$ cat config.mk
export PLATFORM = sky130hd
export DESIGN_NAME = cluster_compl_sync
export DESIGN_NICKNAME = d
export VERILOG_FILES = /design/src/rtl/cluster_compl_sync.sv
export SDC_FILE = /design/constraint.sdc
export NUM_CORES = 1
export LEC_CHECK = 0
export BUFFER_PORTS_ARGS = -buffer_cell sky130_fd_sc_hd__buf_2
export CAP_MARGIN = 20
export CELL_PAD_IN_SITES_DETAIL_PLACEMENT = 1
export CELL_PAD_IN_SITES_GLOBAL_PLACEMENT = 2
export CORE_ASPECT_RATIO = 1.25
export CORE_MARGIN = 5
export CORE_UTILIZATION = 30
export CTS_CLUSTER_DIAMETER = 30
export DETAILED_ROUTE_END_ITERATION = 8
export GPL_TIMING_DRIVEN = 0
export PLACE_DENSITY_LB_ADDON = 0.3
export SETUP_SLACK_MARGIN = 0.1
export SLEW_MARGIN = 20
export SYNTH_ARGS = -nofsm -noshare
export SYNTH_HDL_FRONTEND = slang
export SYNTH_SLANG_ARGS = --single-unit
$ cat constraint.sdc
create_clock -name clk_i -period 2.8 [get_ports clk_i]
set_input_delay 0.14 -clock clk_i [delete_from_list [all_inputs] [get_ports clk_i]]
set_output_delay 0.14 -clock clk_i [all_outputs]
set_load 0.01 [all_outputs]
$ cat src/rtl/cluster_compl_sync.sv
// cluster_compl_sync: per-VFU completion barrier across Ara clusters with skew-buffering pending counters
//   clk_i, rst_i   : clock, synchronous active-high reset
//   flush_i        : synchronous clear of all counters and overflow flags
//   pe_compl_i     : per-cluster, per-VFU completion pulses
//   pe_compl_o     : synchronized completion pulse, same for every cluster
//   busy_o         : any pending counter non-zero
//   overflow_o     : sticky per-cluster saturation flag
module cluster_compl_sync #(
    parameter int NrClusters = 4,
    parameter int NrVFUs     = 7,
    parameter int CntDepth   = 4,
    localparam int CntWidth  = $clog2(CntDepth + 1)
) (
    input  logic                                clk_i,
    input  logic                                rst_i,
    input  logic                                flush_i,
    input  logic [NrClusters-1:0][NrVFUs-1:0]   pe_compl_i,
    output logic [NrClusters-1:0][NrVFUs-1:0]   pe_compl_o,
    output logic                                busy_o,
    output logic [NrClusters-1:0]               overflow_o
);
    logic [NrClusters-1:0][NrVFUs-1:0][CntWidth-1:0] cnt_q, cnt_d;
    logic [NrClusters-1:0]                           ovf_q, ovf_d;
    logic [NrVFUs-1:0]                               fire;
    always_comb begin
        fire   = '1;
        busy_o = 1'b0;
        for (int c = 0; c < NrClusters; c++)
            for (int v = 0; v < NrVFUs; v++) begin
                fire[v] = fire[v] & (cnt_q[c][v] != '0);
                busy_o  = busy_o | (cnt_q[c][v] != '0);
            end
    end
    always_comb begin
        cnt_d = cnt_q;
        ovf_d = ovf_q;
        for (int c = 0; c < NrClusters; c++)
            for (int v = 0; v < NrVFUs; v++)
                // A pulse that coincides with a fire nets to zero, even at saturation.
                if (pe_compl_i[c][v] && !fire[v]) begin
                    if (cnt_q[c][v] == CntWidth'(CntDepth)) ovf_d[c] = 1'b1;
                    else cnt_d[c][v] = cnt_q[c][v] + CntWidth'(1);
                end else if (!pe_compl_i[c][v] && fire[v]) begin
                    cnt_d[c][v] = cnt_q[c][v] - CntWidth'(1);
                end
        if (flush_i) begin
            cnt_d = '0;
            ovf_d = '0;
        end
    end
    always_ff @(posedge clk_i) begin
        if (rst_i) begin
            cnt_q <= '0;
            ovf_q <= '0;
        end else begin
            cnt_q <= cnt_d;
            ovf_q <= ovf_d;
        end
    end
    assign pe_compl_o = {NrClusters{fire}};
    assign overflow_o = ovf_q;
endmodule

==> impl_metrics.ini <==
[detailed_routing]
wl_um = 18800
first_pass_iters = 4
ant_nets = 0
avgViaCountPerCell = 5.44
drc = 0
dr_total_vias = 5524
drt_iter0_markers = 248
wl_per_cell_um = 18.5

[critical_path]
path_max_fanout = 6
crit_chain = nor3_2 > o41ai_2 > fa_1 > or2_2 > o22ai_1 > xnor2_1 > nor2_1
slowest_stage = nor3_2
arrival_ps = 2680
crit_required_ps = 3010
crit_path_end_kind = flip-flop
worst_path_dominant_cell_family = simple AND/OR/NAND/NOR gates
path_buf_inv = 0
cpPeakStageDelay_ps = 550
start_kind = flip-flop
critPathKind = flip-flop to flip-flop

[clocking]
cts_sinks = 88
cts-root-buf = clkbuf_16
clk_latency_ps = 360
post-cts-setup-buffers = 0
htreeDepth = 3
hold_buffers = 0
cts_tree = built
cts_made_buffers = 9
cts_buffer_depth = 2
path_clk_slew_ps = 70

[timing]
rsz0062_at_grt = false
min_period_over_period_pct = 88.1
fin_crit_ps = 2470
fmax_ghz = 0.405
setup_violations = 0
max-slew-margin-rel_pct = 38.8
fin_skew_ps = 11.7
hold_viol = 0
hold_ws_ps = 149
slew_violations = 0
setup_tns_ps = 0
worst_pin_slew_ps = 906

[grt]
grt_max_degree = 13
grt.total_usage_pct = 17.0
grt_pass1_wl_um = 30700
first_global_vias = 5902
overflow = 0
antenna_found_initial = 0

[logic_synthesis]
synthTopCellsByCount = dfxtp_1, nor3_1, nor2_1, nand2_1, fa_1
synth_flop_cell = dfxtp_1
yosys-top-cells-area = dfxtp_1, fa_1, nor3_1
yosysTopAreaCellShare_pct = 29.8
synth_fp_nets = 733
synth_top_area_cell = dfxtp_1
yosysWarnings = 0
synth_seq_area_share_pct = 29.8
synth.most_common_cell = dfxtp_1
synthCells = 674
async_flop_share_pct = 0
ys_types = 48
synth_seq_cells = 88
synth-edff-count = 0
synth.cell_area_um2 = 5920
synth.avg_cell_area_um2 = 8.78

[place]
dp_hpwl_um = 14600
placed_cells_incl_taps = 1002
gp_congestion = 0.796
place.port_buffers = 63

[job]
cap_violations = 0

[die]
die_h_um = 167
start_util_pct = 30.5
die_w_um = 136
num_io_pins = 64
rows = 57
coreArea_um2 = 19400
fp.dieArea_um2 = 22700

[cells_and_area]
fin_nets = 807
drive_gt1_share_pct = 24.9
area_growth_pct = 16.2
diodes = 0
final_cells = 1015

[power_and_ir_drop]
vdd_drop_max_mv = 0.333
powerDensity_nw_per_um2 = 443
p_leak_uw = 0.00250

[hold_path]
hold_path.class = input pin to flip-flop

[outcome]
status = completed
==> cells by family after synthesis <==
group,after synthesis,share of synthesized area [%]
flip-flops,88,29.8
adder cells (fa/ha/maj),28,9.47
AO/OA/AOI/OAI,171,22.6
AND/OR/NAND/NOR,321,31.0
XOR/XNOR,16,2.37
multiplexers,2,0.338
buffers and inverters,48,4.50
==> layout make-up <==
| type | count | area, um2 |
|---|---|---|
| timing repair buffer | 63 | 315 |
| fill | 2329 | 12500 |
| buffer | 40 | 236 |
| clock inverter | 1 | 5.00 |
| clock buffer | 12 | 256 |
| tap | 265 | 332 |
| multi-input combinational | 538 | 3940 |
| inverter | 8 | 30.0 |
| sequential | 88 | 1760 |
==> tightest hold or removal path: cells and delay by family <==
| family | cells | cell delay, ps |
|---|---|---|
| compound gates | 1 | 50 |
| simple gates | 1 | 120 |
| buf+inv | 1 | 150 |
==> worst paths after layout <==
check	slack, ps	cells past startpoint	start	end
min	150	3	rst_i	cnt_q[45]
max reg2reg	330	7	cnt_q[57]	cnt_q[80]
max	330	7	cnt_q[57]	cnt_q[80]
min reg2reg	530	2	cnt_q[67]	cnt_q[67]
==> flip-flops by register name, indices dropped and copies added (netlist names) <==
register,count
cnt_q,84
overflow_o,4
==> stage by stage <==
stage,utilization (%),setup slack [ps],cell area (um2),total power (uW)
final,35.4,333,6880,3050
after global routing,35.4,174,6880,3210
after CTS,35.3,127,6840,3080
after detailed placement,33.8,91.9,6570,1920
after global placement,33.8,133,6570,1900
after floorplan,-,542,5920,1730
==> power breakdown <==
part	leakage, uW	internal, uW	switching (uW)	total (uW)
registers	0.000717	1300	73.4	1370
clock network	0.000130	635	514	1150
logic	0.00166	196	330	526
==> per-layer routing <==
| layer | GRT usage (%) | vias up | wire, um | part of all wire [%] |
|---|---|---|---|---|
| li1 | - | 2668 | - | - |
| met1 | 20.9 | 2759 | 8140 | 43 |
| met2 | 30.4 | 76 | 9700 | 52 |
| met3 | 2.69 | 21 | 662 | 3.5 |
| met4 | 5.09 | 0 | 324 | 1.7 |
| met5 | 0 | - | 0 | 0 |
==> cell usage in the layout (no fill, tap or decap), drive strengths merged, types with 6 or more instances in the layout <==
cell,count
a21boi,10
a21oi,26
a311oi,10
and3,6
buf,90
clkbuf,25
dfxtp,88
fa,28
inv,8
nand2,35
nand2b,15
nand3,6
nand3b,14
nand4,22
nor2,60
nor2b,13
nor3,96
nor3b,12
o21a,25
o21ai,33
o22ai,20
o41ai,25
or2,11
or3b,15
or4,7
xnor2,12
==> timing repair <==
action                     4_1_cts  5_1_grt
setup endpoints to repair        3        7
resized for setup                2        7
pin swaps                        0        0
Power figures use the tool's default switching activity.
